File: config.mk
export PLATFORM = sky130hd
export DESIGN_NAME = div_flat
export DESIGN_NICKNAME = d
export VERILOG_FILES = /design/src/rtl/div_if.sv /design/src/rtl/div.sv /design/src/flat_wrapper.sv
export SDC_FILE = /design/constraint.sdc
export NUM_CORES = 1
export LEC_CHECK = 0
export CAP_MARGIN = 20
export CORE_AREA = 2 2 145 147
export DETAILED_ROUTE_END_ITERATION = 10
export DIE_AREA = 0 0 147 149
export PLACE_DENSITY = 0.86
export SYNTH_ARGS = -nofsm -noshare
export SYNTH_HDL_FRONTEND = slang
export SYNTH_SLANG_ARGS = --single-unit
File: constraint.sdc
create_clock -name clk -period 22.4 [get_ports clk]
set_clock_uncertainty 0.05 [all_clocks]
set_input_delay 6.72 -clock clk [delete_from_list [all_inputs] [get_ports clk]]
set_output_delay 6.72 -clock clk [all_outputs]
set_load 0.1 [all_outputs]
File: src/rtl/div_if.sv
// Operand/result bundle for the MIX DIV unit.
interface div_if #(
    parameter int WIDTH = 30
);
    logic               start;
    logic [2*WIDTH:0]   in1;
    logic [WIDTH:0]     in2;
    logic [WIDTH:0]     quot;
    logic [WIDTH:0]     rem;
    logic               overflow;
    logic               stop;
    logic               busy;

    modport master (output start, in1, in2,
                    input  quot, rem, overflow, stop, busy);
    modport slave  (input  start, in1, in2,
                    output quot, rem, overflow, stop, busy);
endinterface

File: src/rtl/div.sv
// Sequential MIX DIV: signed double-word rA:rX divided by signed word V,
// restoring radix-2, one quotient bit per cycle.
module div #(
    parameter int WIDTH = 30
) (
    input  logic  clk,
    input  logic  reset,
    div_if.slave  bus
);
    localparam int CW = $clog2(WIDTH);

    typedef enum logic [1:0] {S_IDLE, S_START2, S_RUN} state_t;

    state_t            state, state_n;
    logic [WIDTH-1:0]  a_hi, a_lo, dvs, q;
    logic [WIDTH:0]    r;
    logic              sign_a, sign_q;
    logic [CW-1:0]     counter;
    logic [WIDTH:0]    quot_r, rem_r;
    logic              overflow_r, stop_r;

    logic              last, ovf_now;
    logic [WIDTH:0]    r_sh, r_step;
    logic [WIDTH-1:0]  q_step;
    logic [WIDTH+1:0]  trial;

    assign last    = (counter == CW'(WIDTH - 1));
    assign ovf_now = (a_hi >= bus.in2[WIDTH-1:0]);

    // One restoring step: shift {r,q} left, keep the trial difference if non-negative.
    always_comb begin
        r_sh   = {r[WIDTH-1:0], q[WIDTH-1]};
        trial  = {1'b0, r_sh} - {2'b00, dvs};
        r_step = r_sh;
        q_step = {q[WIDTH-2:0], 1'b0};
        if (!trial[WIDTH+1]) begin
            r_step = trial[WIDTH:0];
            q_step = {q[WIDTH-2:0], 1'b1};
        end
    end

    // State register.
    always_ff @(posedge clk or posedge reset) begin
        if (reset) state <= S_IDLE;
        else       state <= state_n;
    end

    // Next state; a new start always wins and restarts the sequence.
    always_comb begin
        state_n = state;
        if (bus.start) begin
            state_n = S_START2;
        end else begin
            case (state)
                S_START2: state_n = ovf_now ? S_IDLE : S_RUN;
                S_RUN:    if (last) state_n = S_IDLE;
                default:  state_n = S_IDLE;
            endcase
        end
    end

    // Operand capture, iteration and result write-back.
    always_ff @(posedge clk or posedge reset) begin
        if (reset) begin
            a_hi       <= '0;
            a_lo       <= '0;
            dvs        <= '0;
            q          <= '0;
            r          <= '0;
            sign_a     <= 1'b0;
            sign_q     <= 1'b0;
            counter    <= '0;
            quot_r     <= '0;
            rem_r      <= '0;
            overflow_r <= 1'b0;
            stop_r     <= 1'b0;
        end else begin
            stop_r <= 1'b0;
            if (bus.start) begin
                sign_a <= bus.in1[2*WIDTH];
                a_hi   <= bus.in1[2*WIDTH-1:WIDTH];
                a_lo   <= bus.in1[WIDTH-1:0];
            end else begin
                case (state)
                    S_START2: begin
                        dvs     <= bus.in2[WIDTH-1:0];
                        sign_q  <= sign_a ^ bus.in2[WIDTH];
                        r       <= {1'b0, a_hi};
                        q       <= a_lo;
                        counter <= '0;
                        if (ovf_now) begin
                            stop_r     <= 1'b1;
                            overflow_r <= 1'b1;
                            quot_r     <= {sign_a, a_hi};
                            rem_r      <= {sign_a, a_lo};
                        end
                    end
                    S_RUN: begin
                        r       <= r_step;
                        q       <= q_step;
                        counter <= counter + 1'b1;
                        if (last) begin
                            stop_r     <= 1'b1;
                            overflow_r <= 1'b0;
                            quot_r     <= {sign_q, q_step};
                            rem_r      <= {sign_a, r_step[WIDTH-1:0]};
                        end
                    end
                    default: ;
                endcase
            end
        end
    end

    assign bus.quot     = quot_r;
    assign bus.rem      = rem_r;
    assign bus.overflow = overflow_r;
    assign bus.stop     = stop_r;
    assign bus.busy     = (state != S_IDLE);
endmodule

File: src/flat_wrapper.sv
// flat-port wrapper written by rule: the top's interface ports become plain ports
module div_flat 
#(
    parameter int WIDTH = 30
)
  (clk, reset, bus_start, bus_in1, bus_in2, bus_quot, bus_rem, bus_overflow, bus_stop, bus_busy);
  div_if #(.WIDTH(WIDTH)) bus_i ();
  input  logic clk;
  input  logic reset;
  input wire logic [$bits(bus_i.start)-1:0] bus_start;
  input wire logic [$bits(bus_i.in1)-1:0] bus_in1;
  input wire logic [$bits(bus_i.in2)-1:0] bus_in2;
  output wire logic [$bits(bus_i.quot)-1:0] bus_quot;
  output wire logic [$bits(bus_i.rem)-1:0] bus_rem;
  output wire logic [$bits(bus_i.overflow)-1:0] bus_overflow;
  output wire logic [$bits(bus_i.stop)-1:0] bus_stop;
  output wire logic [$bits(bus_i.busy)-1:0] bus_busy;
  assign bus_i.start = bus_start;
  assign bus_i.in1 = bus_in1;
  assign bus_i.in2 = bus_in2;
  assign bus_quot = bus_i.quot;
  assign bus_rem = bus_i.rem;
  assign bus_overflow = bus_i.overflow;
  assign bus_stop = bus_i.stop;
  assign bus_busy = bus_i.busy;
  div #(.WIDTH(WIDTH)) u_core (.clk(clk), .reset(reset), .bus(bus_i));
endmodule
==> qor.txt, run 1 <==
crit path capture type: flip-flop
adder-cell share of the synthesized area: 6.944%
Worst-path clk slew: 0.06 ns
Post-synth ARST share: 100.0%
register area share after synthesis: 46.50%
Clock Path Buffers: 3
antenna-violating nets left: 0
CP arrival: 10.39 ns
GRT Util Overall: 30.51%
Hold Path Class: reg2reg
P per Cell Area: 124.5 nW/um^2
Syn Inst Count: 1244
post_cts resized: 0
fin crit period: 10.03 ns
routed len/inst: 19.88 um
MaxCap Viol Count: 0
H-tree Lvls: 1
P&R area growth vs syn: 21.09%
first-pass GRT wire length: 52.79 mm
largest family of logic cells by synthesized area: compound AO/OA/AOI/OAI gates
Hold WS: 0.4317 ns
TritonCTS clock tree: done
clock latency on the worst-skew pair: 0.53 ns
dominant cell type by area after synthesis: dfrtp_1
Final HPWL DP: 22.72 mm
area share of the largest cell type after synthesis: 46.50%
Synth Area in Simple Gates: 12.43%
Setup crit start: bus_in2[23]
Leakage: 6.420 nW
CTS root buf: clkbuf_16
RSZ-0062 raised after global routing: false
total number of yosys warnings: 0
min-delay src: u_core.q[20]
Die W: 147 um
xor-xnor portion of the synthesized cell area: 1.606%
final hold viol count: 0
final setup fails: 0
cts hold-fix bufs: 0
fin nets: 1530
Inserted Clock Buffers: 24
DRT iter0 DRCs: 678
Synth Area in Compound Gates: 17.34%
drt first pass iters: 5
Hold Crit Depth: 2
Worst Path Required: 22.76 ns
Synth Register Bits: 223
WS Path Type: in2reg
Die Area: 21900 um^2
most frequent cells in the layout: dfrtp_1 (223), nand2_1 (169), clkdlybuf4s50_1 (158)
max-slew violations: 0
Synth area leaders: dfrtp_1 (47%), ha_1 (6.8%), o21ai_0 (5.8%)
IO buf count: 159
Post-Syn Area: 12000 um^2
TNS Setup: 0 ns
Ports: 160
dominant synthesized flop cell: dfrtp_1
detail-routed via count per cell: 6.040
largest net degree at the start of global routing: 144
worst setup margin: 12.37 ns
vias in the first global route: 9939
Max-slew headroom: 26.33%
Worst VDD drop: 86.31 uV
CP Launch Type: input port
Post-synth EDFFs: 0
net count after synthesis: 1405
row cnt: 53
Worst Tran Pin Value: 1.105 ns
DIE HEIGHT: 149 um
total clock sinks: 223
number of distinct library cells after synthesis: 62
utilization after layout: 70.69%
period utilization: 44.77%
vias: 10.03k
gpl congestion: 0.9177
Worst Path Max Fanout: 60
DP Worst Slack: 11.91 ns
Synth Area per Inst: 9.647 um^2
fraction of layout cells with a size suffix above 1: 9.097%
Max Clk Rate: 99.72 MHz
# diodes: 0
gr ovfl total: 0
total wire length: 33.00 mm
reg2reg start: u_core.r[14]
Post-CTS Setup Bufs: 0
post-synthesis mux area share: 9.957%
Remaining DRCs: 0
status: completed
initial antenna violation count: 1
most common cell after layout, fill and taps aside: dfrtp_1
R2R cell count: 10
Initial Util: 58.37%
core area: 20560 um^2
cell families (layout without fill, tap and decap cells):
| group | count (synthesis) | after routing |
|---|---|---|
| simple gates | 342 | 342 |
| compound gates | 333 | 333 |
| flops | 223 | 223 |
| buf+inv | 146 | 287 |
| mux | 112 | 112 |
| fa+ha+maj | 66 | 66 |
| xor+xnor | 22 | 22 |
power breakdown:
| group | internal, mW | switching [mW] | leakage (nW) | total [mW] |
|---|---|---|---|---|
| registers | 0.494 | 0.0752 | 2.70 | 0.570 |
| clock network | 0.240 | 0.167 | 0.400 | 0.406 |
| logic | 0.253 | 0.581 | 3.32 | 0.834 |
| total | 0.987 | 0.823 | 6.42 | 1.81 |
Yosys cell counts, types with 4 or more instances:
master / number
o22a_1: 4
nand3_1: 12
o21ai_0: 138
buf_6: 7
o211ai_1: 18
ha_1: 65
a21oi_1: 46
buf_2: 8
mux2_2: 59
nand2b_1: 16
o21a_1: 4
nand4_1: 9
buf_4: 4
a22o_1: 29
buf_1: 4
nor2_1: 92
o21ai_1: 12
nor3_1: 6
mux2i_1: 53
a31oi_1: 23
nor2b_1: 12
o22ai_1: 5
o21bai_1: 4
xor2_1: 8
a21o_1: 18
xnor2_1: 14
dfrtp_1: 223
and3_1: 7
nand2_1: 169
clkbuf_1: 45
inv_1: 77
a211oi_1: 7
layout make-up:
type                    count  area, um^2
well taps                 275       344.1
repair buffers            168        1674
multi-input cells         875        5824
clock buffers              31       686.9
fillers                  1477        6026
clock inverters            11       125.1
inverters                  77       296.5
flip-flops and latches    223        5580
per-layer routing:
| layer | global-route usage (%) | share of wire (%) | up-vias |
|---|---|---|---|
| met5 | 0 | 0.033 | - |
| met3 | 4.128 | 6.6 | 99 |
| met2 | 50.77 | 48 | 448 |
| met1 | 39.26 | 40 | 4870 |
| li1 | - | - | 4607 |
| met4 | 16.20 | 5.6 | 2 |
registers in the layout, summed over array words and instances, names as in the netlist, 2 cells and up:
| register | count |
|---|---|
| u_core.bus.quot | 31 |
| u_core.q | 30 |
| u_core.a_hi | 30 |
| u_core.bus.rem | 31 |
| u_core.state | 2 |
| u_core.counter | 5 |
| u_core.r | 30 |
| u_core.a_lo | 30 |
| u_core.dvs | 30 |
through the flow:
| stage | instance area (um^2) | cells | power (mW) |
|---|---|---|---|
| 5_1_grt | 14530 | 1660 | 1.899 |
| 2_1_floorplan | 12000 | 1244 | 1.189 |
| 3_5_place_dp | 13690 | 1617 | 1.395 |
| 6_report | 14530 | 1660 | 1.809 |
| 3_3_place_gp | 13690 | 1617 | 1.377 |
| 4_1_cts | 14500 | 1659 | 1.809 |
worst paths after layout:
path | slack [ns] | end
max in group asynchronous | 14.30 | u_core.a_hi[14]
worst max register to register | 18.50 | u_core.r[28]
worst max-delay path | 12.37 | u_core.bus.rem[20]
worst min-delay path | 0.43 | u_core.q[20]
worst min register to register | 0.43 | u_core.q[20]
min in group asynchronous | 6.78 | u_core.dvs[24]
critical path: stages:
cell	delay (ns)
clkdlybuf4s50_1	0.48
inv_1	0.05
ha_1	0.30
a21oi_1	0.14
nor2_1	0.06
a211oi_1	0.48
o211ai_1	0.21
o21ai_1	0.26
and2_4	0.20
a2111o_2	0.48
buf_4	0.66
nor2_1	0.11
a22o_1	0.21
(Power assumes the default switching activity.)
==> run 2, diff against run 1 <==
--- a/config.mk
+++ b/config.mk
@@ -6,10 +6,10 @@
 export NUM_CORES = 1
 export LEC_CHECK = 0
 export CAP_MARGIN = 20
-export CORE_AREA = 2 2 145 147
+export CORE_AREA = 2 2 150 152
 export DETAILED_ROUTE_END_ITERATION = 10
-export DIE_AREA = 0 0 147 149
-export PLACE_DENSITY = 0.86
+export DIE_AREA = 0 0 152 154
+export PLACE_DENSITY = 0.81
 export SYNTH_ARGS = -nofsm -noshare
 export SYNTH_HDL_FRONTEND = slang
 export SYNTH_SLANG_ARGS = --single-unit
==> constraint.sdc (replaced) <==
create_clock -name clk -period 10.4 [get_ports clk]
set_clock_uncertainty 0.05 [all_clocks]
set_input_delay 3.12 -clock clk [delete_from_list [all_inputs] [get_ports clk]]
set_output_delay 3.12 -clock clk [all_outputs]
set_load 0.1 [all_outputs]
==> run 2 against run 1 <==
  * Non-clock buffer count unchanged
  * Highest routed layer is now met4
  * Sequential power increased by 110%
  * First-iteration DRC count fell by 2.5%
  * Sequential share of layout area fell by 0.056 points
  * Clock-buffer cell count grew 4
  * Critical path type unchanged
  * Wire length fell by 1.2%
  * Via count decreased by 2.1%
  * Critical path depth decreased by 1
  * Clock power increased by 120%
  * Hold slack lost 0.0066 ns
==> qor.txt, run 2 (synthesis gave the netlist of run 1 again) <==
slowest cell delay on critical path: 0.66 ns
CP Launch Type: input port
routed len/inst: 19.55 um
CTS root buf: clkbuf_16
utilization after layout: 67.10%
period utilization: 61.06%
largest net degree at the start of global routing: 115
first-pass GRT wire length: 51.41 mm
Inserted Clock Buffers: 25
Max Clk Rate: 157.5 MHz
CP arrival: 6.69 ns
WS Path Type: in2reg
vias: 9817
P per Cell Area: 269.2 nW/um^2
total clock sinks: 223
fin crit period: 6.351 ns
min-delay src: u_core.bus.quot[20]
Worst Path Max Fanout: 57
Crit path buffers/inverters: 3
gpl congestion: 0.8976
status: completed
Critical Path Most Common Cell: o21ai_0
total wire length: 32.59 mm
TNS Setup: 0 ns
cts hold-fix bufs: 0
crit path capture type: flip-flop
P&R area growth vs syn: 21.27%
Final HPWL DP: 23.11 mm
Crit path max-delay family: compound AO/OA/AOI/OAI gates
detail-routed via count per cell: 5.889
Post-CTS Setup Bufs: 0
final setup fails: 0
fraction of layout cells with a size suffix above 1: 9.019%
final hold viol count: 0
critical path, cell by cell: clkdlybuf4s50_1 -> inv_1 -> ha_1 -> a21oi_1 -> o21ai_0 -> a221oi_1 -> a211oi_1 -> o21ai_1 -> and2_4 -> a2111o_2 -> buf_4 -> o21ai_0
vias in the first global route: 9568
Worst VDD drop: 228.4 uV
Remaining DRCs: 0
Setup crit start: bus_in2[9]
DRT iter0 DRCs: 661
IO buf count: 159
post_cts resized: 0
Critical Path Slowest Stage Cell: a2111o_2
Hold Path Class: reg2reg
max-slew violations: 0
Clock Path Buffers: 3
Worst-path clk slew: 0.06 ns
filler cell count: 1713
RSZ-0062 raised after global routing: false
TritonCTS clock tree: done
fin nets: 1531
gr ovfl total: 0
Worst Path Required: 10.74 ns
antenna-violating nets left: 0
Die W: 152 um
Leakage: 6.428 nW
DIE HEIGHT: 154 um
Max-slew headroom: 26.81%
core area: 21690 um^2
H-tree Lvls: 1
clock latency on the worst-skew pair: 0.54 ns
row cnt: 54
reg2reg start: u_core.state[0]
Ports: 160
initial antenna violation count: 1
most common cell after layout, fill and taps aside: dfrtp_1
most frequent cells in the layout: dfrtp_1 (223), nand2_1 (169), clkdlybuf4s50_1 (158)
Die Area: 23410 um^2
MaxCap Viol Count: 0
GRT Util Overall: 27.55%
Worst Tran Pin Value: 1.098 ns
drt first pass iters: 5
Initial Util: 55.33%
[run 2: where the power goes]
group / internal [mW] / total (mW) / switching [mW]
Combinational: 0.543 / 1.79 / 1.24
Sequential: 1.06 / 1.22 / 0.160
Clock: 0.542 / 0.905 / 0.364
[run 2: area by class of cell]
type | instances | area (um^2) | share of cell area, %
well taps | 280 | 350.3 | 2.407
repair buffers | 168 | 1654 | 11.37
clock inverters | 8 | 111.4 | 0.7652
inverters | 77 | 296.5 | 2.038
flip-flops and latches | 223 | 5580 | 38.35
diodes | 1 | 2.502 | 0.01720
multi-input cells | 875 | 5824 | 40.02
clock buffers | 35 | 733.2 | 5.038
[run 2: final timing paths]
check / slack [ns] / to / depth (start not counted)
max in group asynchronous: 5.97 / u_core.bus.rem[29] / 3
min: 0.43 / u_core.bus.quot[20] / 2
min reg2reg: 0.43 / u_core.bus.quot[20] / 2
min in group asynchronous: 3.04 / u_core.dvs[22] / 2
max: 4.05 / u_core.bus.quot[27] / 12
max reg2reg: 5.92 / u_core.bus.quot[27] / 7
[run 2: layer usage]
layer  up-vias  part of all wire (%)  track usage (%)
met4         0                   4.9            12.59
met2       395                    47            45.26
met5         -                     0                0
met3        80                   7.0            4.735
met1      4738                    41            35.94
li1       4604                     -                -
[run 2: tightest hold or removal path, delay by kind of cell (launching register included)]
| family | cells | cell delay, ns |
|---|---|---|
| flip-flops | 1 | 0.34 |
| AO/OA/AOI/OAI | 1 | 0.06 |
| AND/OR/NAND/NOR | 1 | 0.05 |
[run 2: stage by stage]
| stage | setup slack [ns] | hold WS (ns) | cells | total power, mW | instance area [um^2] |
|---|---|---|---|---|---|
| 2_1_floorplan | 1.124 | 0.3997 | 1244 | 2.561 | 12000 |
| 3_3_place_gp | 3.657 | 0.4115 | 1623 | 2.970 | 13710 |
| 3_5_place_dp | 3.513 | 0.4197 | 1623 | 3.007 | 13710 |
| 4_1_cts | 4.079 | 0.4324 | 1666 | 3.921 | 14550 |
| 5_1_grt | 3.855 | 0.4472 | 1666 | 4.106 | 14550 |
| 6_report | 4.049 | 0.4251 | 1667 | 3.918 | 14550 |
